$ cat src/rtl/hazard_scoreboard_if.sv
// Decode-side request and hazard-control response bundle between the pipeline
// and hazard_scoreboard.
interface hazard_scoreboard_if #(
  parameter int AW     = 4,
  parameter int NUM_RD = 4,
  parameter int NUM_WR = 2,
  parameter int MCW    = 4,
  parameter int FSW    = $clog2(2*NUM_WR+1)
);
  logic                     dec_valid;
  logic [NUM_RD*AW-1:0]     dec_ra;
  logic [NUM_RD-1:0]        dec_ra_used;
  logic [NUM_WR*AW-1:0]     dec_wa;
  logic [NUM_WR-1:0]        dec_we;
  logic                     dec_load;
  logic [MCW-1:0]           dec_mc;
  logic                     branch_taken_e;
  logic                     stall_f;
  logic                     stall_d;
  logic                     flush_d;
  logic                     flush_e;
  logic                     hold_e;
  logic                     e_first;
  logic [NUM_RD*FSW-1:0]    fwd_sel;

  modport master (
    output dec_valid, dec_ra, dec_ra_used, dec_wa, dec_we, dec_load, dec_mc,
           branch_taken_e,
    input  stall_f, stall_d, flush_d, flush_e, hold_e, e_first, fwd_sel
  );

  modport slave (
    input  dec_valid, dec_ra, dec_ra_used, dec_wa, dec_we, dec_load, dec_mc,
           branch_taken_e,
    output stall_f, stall_d, flush_d, flush_e, hold_e, e_first, fwd_sel
  );
endinterface

$ cat src/rtl/hazard_scoreboard.sv
// Hazard/forwarding controller for the F/D/E/M/W pipeline: tracks E/M/W
// instruction records, drives forward selects, load-use stalls, flushes and
// multi-cycle execute holds.
module hazard_fwd_lane #(
  parameter int AW        = 4,
  parameter int NUM_WR    = 2,
  parameter int NOFWD_REG = 15,
  parameter int FSW       = 3
) (
  input  logic                         en,
  input  logic [AW-1:0]                ra,
  input  logic                         m_valid,
  input  logic [NUM_WR-1:0][AW-1:0]    m_wa,
  input  logic [NUM_WR-1:0]            m_we,
  input  logic                         m_load,
  input  logic                         w_valid,
  input  logic [NUM_WR-1:0][AW-1:0]    w_wa,
  input  logic [NUM_WR-1:0]            w_we,
  output logic [FSW-1:0]               sel
);
  // Scan high-to-low so lower ports win, and W before M so M wins.
  always_comb begin
    sel = '0;
    if (en && ra != AW'(NOFWD_REG)) begin
      for (int p = NUM_WR-1; p >= 0; p--)
        if (w_valid && w_we[p] && w_wa[p] == ra) sel = FSW'(1 + NUM_WR + p);
      // A load's port-0 data does not exist until W.
      for (int p = NUM_WR-1; p >= 0; p--)
        if (m_valid && m_we[p] && m_wa[p] == ra && !(m_load && p == 0))
          sel = FSW'(1 + p);
    end
  end
endmodule

module hazard_scoreboard #(
  parameter int AW        = 4,
  parameter int NUM_RD    = 4,
  parameter int NUM_WR    = 2,
  parameter int MCW       = 4,
  parameter int NOFWD_REG = 15,
  parameter int FSW       = $clog2(2*NUM_WR+1)
) (
  input  logic            clk,
  input  logic            reset,
  hazard_scoreboard_if.slave hz
);
  typedef struct packed {
    logic                         valid;
    logic [NUM_RD-1:0][AW-1:0]    ra;
    logic [NUM_RD-1:0]            ra_used;
    logic [NUM_WR-1:0][AW-1:0]    wa;
    logic [NUM_WR-1:0]            we;
    logic                         load;
  } rec_t;

  rec_t                       r_e, r_m, r_w, d_rec;
  logic [MCW-1:0]             mc_cnt;
  logic                       e_first_q;
  logic [NUM_RD-1:0][AW-1:0]  dec_ra_w;
  logic [NUM_RD-1:0][FSW-1:0] fwd_w;
  logic                       hold, lu, lu_hit, br, fl_e, e_load;

  assign dec_ra_w = hz.dec_ra;

  always_comb begin
    d_rec         = '0;
    d_rec.valid   = 1'b1;
    d_rec.ra      = hz.dec_ra;
    d_rec.ra_used = hz.dec_ra_used;
    d_rec.wa      = hz.dec_wa;
    d_rec.we      = hz.dec_we;
    d_rec.load    = hz.dec_load;
  end

  always_comb begin
    lu_hit = 1'b0;
    for (int i = 0; i < NUM_RD; i++)
      if (hz.dec_ra_used[i] && dec_ra_w[i] == r_e.wa[0] &&
          dec_ra_w[i] != AW'(NOFWD_REG))
        lu_hit = 1'b1;
  end

  assign hold   = |mc_cnt;
  assign lu     = r_e.valid & r_e.load & r_e.we[0] & hz.dec_valid & lu_hit;
  // A taken branch only counts once E is free to retire; it then wins over lu.
  assign br     = hz.branch_taken_e & ~hold;
  assign fl_e   = ~hold & (br | lu);
  assign e_load = ~hold & ~fl_e & hz.dec_valid;

  assign hz.stall_f = hold | (lu & ~br);
  assign hz.stall_d = hold | (lu & ~br);
  assign hz.flush_d = br;
  assign hz.flush_e = fl_e;
  assign hz.hold_e  = hold;
  assign hz.e_first = e_first_q;
  assign hz.fwd_sel = fwd_w;

  always_ff @(posedge clk) begin
    if (reset) begin
      r_e       <= '0;
      r_m       <= '0;
      r_w       <= '0;
      mc_cnt    <= '0;
      e_first_q <= 1'b0;
    end else begin
      r_w <= r_m;
      r_m <= hold ? '0 : r_e;
      if (!hold) r_e <= e_load ? d_rec : '0;
      mc_cnt    <= hold ? mc_cnt - 1'b1 : (e_load ? hz.dec_mc : '0);
      e_first_q <= e_load;
    end
  end

  for (genvar g = 0; g < NUM_RD; g++) begin : g_lane
    hazard_fwd_lane #(
      .AW(AW), .NUM_WR(NUM_WR), .NOFWD_REG(NOFWD_REG), .FSW(FSW)
    ) u_lane (
      .en      (r_e.valid & r_e.ra_used[g]),
      .ra      (r_e.ra[g]),
      .m_valid (r_m.valid),
      .m_wa    (r_m.wa),
      .m_we    (r_m.we),
      .m_load  (r_m.load),
      .w_valid (r_w.valid),
      .w_wa    (r_w.wa),
      .w_we    (r_w.we),
      .sel     (fwd_w[g])
    );
  end
endmodule
$ cat src/flat_wrapper.sv
// flat-port wrapper written by rule: the top's interface ports become plain ports
module hazard_scoreboard_flat 
#(
  parameter int AW        = 4,
  parameter int NUM_RD    = 4,
  parameter int NUM_WR    = 2,
  parameter int MCW       = 4,
  parameter int NOFWD_REG = 15,
  parameter int FSW       = $clog2(2*NUM_WR+1)
)
  (clk, reset, hz_dec_valid, hz_dec_ra, hz_dec_ra_used, hz_dec_wa, hz_dec_we, hz_dec_load, hz_dec_mc, hz_branch_taken_e, hz_stall_f, hz_stall_d, hz_flush_d, hz_flush_e, hz_hold_e, hz_e_first, hz_fwd_sel);
  hazard_scoreboard_if #(.AW(AW), .NUM_RD(NUM_RD), .NUM_WR(NUM_WR), .MCW(MCW), .FSW(FSW)) hz_i ();
  input  logic clk;
  input  logic reset;
  input wire logic [$bits(hz_i.dec_valid)-1:0] hz_dec_valid;
  input wire logic [$bits(hz_i.dec_ra)-1:0] hz_dec_ra;
  input wire logic [$bits(hz_i.dec_ra_used)-1:0] hz_dec_ra_used;
  input wire logic [$bits(hz_i.dec_wa)-1:0] hz_dec_wa;
  input wire logic [$bits(hz_i.dec_we)-1:0] hz_dec_we;
  input wire logic [$bits(hz_i.dec_load)-1:0] hz_dec_load;
  input wire logic [$bits(hz_i.dec_mc)-1:0] hz_dec_mc;
  input wire logic [$bits(hz_i.branch_taken_e)-1:0] hz_branch_taken_e;
  output wire logic [$bits(hz_i.stall_f)-1:0] hz_stall_f;
  output wire logic [$bits(hz_i.stall_d)-1:0] hz_stall_d;
  output wire logic [$bits(hz_i.flush_d)-1:0] hz_flush_d;
  output wire logic [$bits(hz_i.flush_e)-1:0] hz_flush_e;
  output wire logic [$bits(hz_i.hold_e)-1:0] hz_hold_e;
  output wire logic [$bits(hz_i.e_first)-1:0] hz_e_first;
  output wire logic [$bits(hz_i.fwd_sel)-1:0] hz_fwd_sel;
  assign hz_i.dec_valid = hz_dec_valid;
  assign hz_i.dec_ra = hz_dec_ra;
  assign hz_i.dec_ra_used = hz_dec_ra_used;
  assign hz_i.dec_wa = hz_dec_wa;
  assign hz_i.dec_we = hz_dec_we;
  assign hz_i.dec_load = hz_dec_load;
  assign hz_i.dec_mc = hz_dec_mc;
  assign hz_i.branch_taken_e = hz_branch_taken_e;
  assign hz_stall_f = hz_i.stall_f;
  assign hz_stall_d = hz_i.stall_d;
  assign hz_flush_d = hz_i.flush_d;
  assign hz_flush_e = hz_i.flush_e;
  assign hz_hold_e = hz_i.hold_e;
  assign hz_e_first = hz_i.e_first;
  assign hz_fwd_sel = hz_i.fwd_sel;
  hazard_scoreboard #(.AW(AW), .NUM_RD(NUM_RD), .NUM_WR(NUM_WR), .MCW(MCW), .NOFWD_REG(NOFWD_REG), .FSW(FSW)) u_core (.clk(clk), .reset(reset), .hz(hz_i));
endmodule
$ cat config.mk
export PLATFORM = sky130hd
export DESIGN_NAME = hazard_scoreboard_flat
export DESIGN_NICKNAME = d
export VERILOG_FILES = /design/src/rtl/hazard_scoreboard_if.sv /design/src/rtl/hazard_scoreboard.sv /design/src/flat_wrapper.sv
export SDC_FILE = /design/constraint.sdc
export NUM_CORES = 1
export LEC_CHECK = 0
export ABC_CLOCK_PERIOD_IN_PS = 4600
export CAP_MARGIN = 5
export CELL_PAD_IN_SITES_DETAIL_PLACEMENT = 1
export CELL_PAD_IN_SITES_GLOBAL_PLACEMENT = 1
export CORE_AREA = 2 2 93 95
export DETAILED_ROUTE_END_ITERATION = 10
export DIE_AREA = 0 0 95 97
export PLACE_DENSITY_LB_ADDON = 0.2
export SETUP_SLACK_MARGIN = 0.05
export SLEW_MARGIN = 40
export SYNTH_ARGS = -nofsm -noshare
export SYNTH_HDL_FRONTEND = slang
export SYNTH_HIERARCHICAL = 1
export SYNTH_SLANG_ARGS = --single-unit
$ cat constraint.sdc
create_clock -name clk -period 4.6 [get_ports clk]
set_input_delay 0.46 -clock clk [delete_from_list [all_inputs] [get_ports clk]]
set_output_delay 0.46 -clock clk [all_outputs]
set_load 0.03 [all_outputs]
==> impl_metrics.toml <==
[yosys]
mappedNetlistArea_um2 = 3480
synth_edf_count = 0
seq_area_frac_synth_pct = 34.5
ys.flop_type = "dfxtp_1"
ys_types = 43
ys_ff_latch = 60
syn-num-nets = 472
syn_area_per_cell_um2 = 8.08
async_flop_share_pct = 0
syn-instance-count = 431
yosysWarnings = 6

[cts]
insertion_delay_ns = 0.34
postCtsSetupBuffers = 0
holdBufCountCts = 0
cts.path.max_buffers = 2
cts_tree = "yes"
cts_root_buf = "clkbuf_8"
cts_buffers = 9
htreeDepth = 3
post_cts_resized = 0
numClockSinks = 60
clk_pin_slew_ns = 0.06

[hold_path]
min_to = "u_core/r_e[2]"
holdPathStages = 2
hp-class = "flip-flop to flip-flop"
hold_path_startpoint = "u_core/r_e[2]"

[global_route]
grt_first_pass_wirelength_um = 17100
grt_pass1_vias = 3316
overflow = 0
antenna_found_initial = 0
grt_max_degree = 38
track_usage_pct = 23.8

[pwr]
p_leak_nw = 1.44
finalPower_mw = 1.61
powerDensity_nw_per_um2 = 380
irDropWorstVdd_v = 0.000230

[worst_setup_path]
cp.arrival_ns = 2.51
path_common_cell = "clkdlybuf4s50_1"
crit_path_start_kind = "input port"
setup.worst_path.end_class = "output port"
cp_max_fo = 3
cp_data_required_time_ns = 4.14
reg2reg_to = "u_core/r_e[19]"
path_cells = "clkdlybuf4s50_1 -> nand3_1 -> a21oi_1 -> o22ai_1 -> o31a_1 -> a21o_1 -> clkdlybuf4s50_1"
r2r_cells = 8
crit_path_top_delay_cell = "clkdlybuf4s50_1"
reg2reg_slack_ns = 2.40
slowest_delay_ns = 0.59
worstSetupPathType = "input port to output port"
r2r_start = "u_core/mc_cnt[0]"

[sta]
worstMarginPinSlew_ns = 0.771
finalSetupViolCount = 0
finalSetupTns_ns = 0
fmax_mhz = 337
period_needed_ns = 2.97
rsz0062_at_grt = "no"
final.period_utilization_pct = 64.5
slew-limit-headroom_pct = 48.6
clock_skew_ns = 0.00664
hold_ws_ns = 0.442
hold_viol = 0
final_max_slew_viol_count = 0

[detailed_routing]
vias = 3241
drtAntennaViolNets = 0
drtIter0Drc = 117
drt-pass1-iter-count = 4
drc = 0
drt-vias-per-instance = 5.56
routedWlPerCell_um = 17.6
drt_wl_total_um = 10300

[placement]
dpl_cell_area_um2 = 4050
routabilityCongestion = 0.842
io_buffers = 56
detailed_place_hpwl_um = 7650

[final_layout]
syn_to_final_growth_pct = 22.1
antennaDiodeCount = 0
final_cell_area_um2 = 4250
drive_gt1_share_pct = 7.32
utilization_pct = 52.3
fin_nets = 514

[die]
core_area_um2 = 8130
die-area_um2 = 9220
boundaryPins = 57
die_x_um = 95
placementRows = 33
start_util_pct = 42.8
die_h_um = 97

[run_status]
outcome = "completed"

[run]
maxCapViolations = 0
where the power goes:
group          switching [mW]  internal [mW]
combinational           0.271          0.202
clock                   0.211          0.278
sequential             0.0817          0.570
total                   0.563           1.05
placed cells by master, fill, tap and decap left out, types with 6 or more instances in the layout:
cell and n:
nor2b_1 23, nand2_1 40, a21oi_1 8, o21ai_1 6
clkbuf_8 11, inv_2 6, xnor2_1 37, inv_1 18
o22ai_1 9, and2_1 22, xor2_1 17, dfxtp_1 60
nor3_1 8, o21ai_0 29, nand4_1 16, nand3_1 47
clkdlybuf4s50_1 56
stage by stage:
stage	setup slack, ns	cells
global route	1.51	583
floorplan	2.25	431
CTS	1.65	583
detailed placement	1.67	567
global placement	1.69	567
finish	1.63	583
flip-flops by register name, summed over array words and instances, names as in the netlist:
register,flops
u_core/hz.e_first,1
u_core/mc_cnt,4
u_core/r_e,32
u_core/r_m,12
u_core/r_w,11
how the worst max path moves through the flow:
| stage | cells after the start | endpoint | start | slack, ns |
|---|---|---|---|---|
| after floorplan | 5 | hz_fwd_sel[11] | u_core/r_e[30] | 2.25 |
| after global placement | 7 | hz_stall_f | hz_dec_ra[3] | 1.69 |
| after detailed placement | 7 | hz_stall_d | hz_dec_ra[3] | 1.67 |
| after CTS | 5 | hz_fwd_sel[1] | u_core/r_e[15] | 1.65 |
| after global routing | 5 | hz_fwd_sel[8] | u_core/r_e[31] | 1.51 |
| final | 7 | hz_stall_f | hz_dec_ra[3] | 1.63 |
critical path: cells and delay by family:
family,cells,cell delay (ns)
buffers and inverters,2,1.13
AND/OR/NAND/NOR,1,0.10
AO/OA/AOI/OAI,4,0.81
Yosys cell counts, drive strengths merged, types with 10 or more instances:
library cell | count | area share, %
buf | 18 | 3.3
nor3 | 10 | 1.6
o21ai | 35 | 5.0
clkbuf | 10 | 1.1
nor2b | 23 | 4.1
dfxtp | 60 | 34
nand3 | 47 | 6.8
xor2 | 17 | 4.3
nand2 | 40 | 4.3
xnor2 | 37 | 9.3
nand4 | 16 | 2.9
and2 | 23 | 4.2
inv | 24 | 2.6
kinds of logic after synthesis:
logic type,count (synthesis),synth area share [%]
xor gates and xnor gates,54,13.6
DFF,60,34.5
and+or+nand+nor,187,29.7
AOI/OAI and AO/OA,76,14.4
adders and majority gates,2,0.719
buffers and inverters,52,7.08
per-layer routing:
metal	GRT usage [%]	up-vias	share of wire (%)
met1	30.1	1554	44
met3	4.28	17	3.9
li1	-	1590	-
met4	8.14	0	1.8
met2	40.1	80	50
met5	0	-	0
area by class of cell:
cell class | count | area, µm²
Clock inverter | 4 | 47.5
Sequential cell | 60 | 1200
Inverter | 24 | 90.1
Multi-Input combinational cell | 319 | 2040
Timing Repair Buffer | 59 | 583
Fill cell | 981 | 3880
Tap cell | 105 | 131
Clock buffer | 12 | 155
No activity file was read; power rests on OpenSTA's default activity.
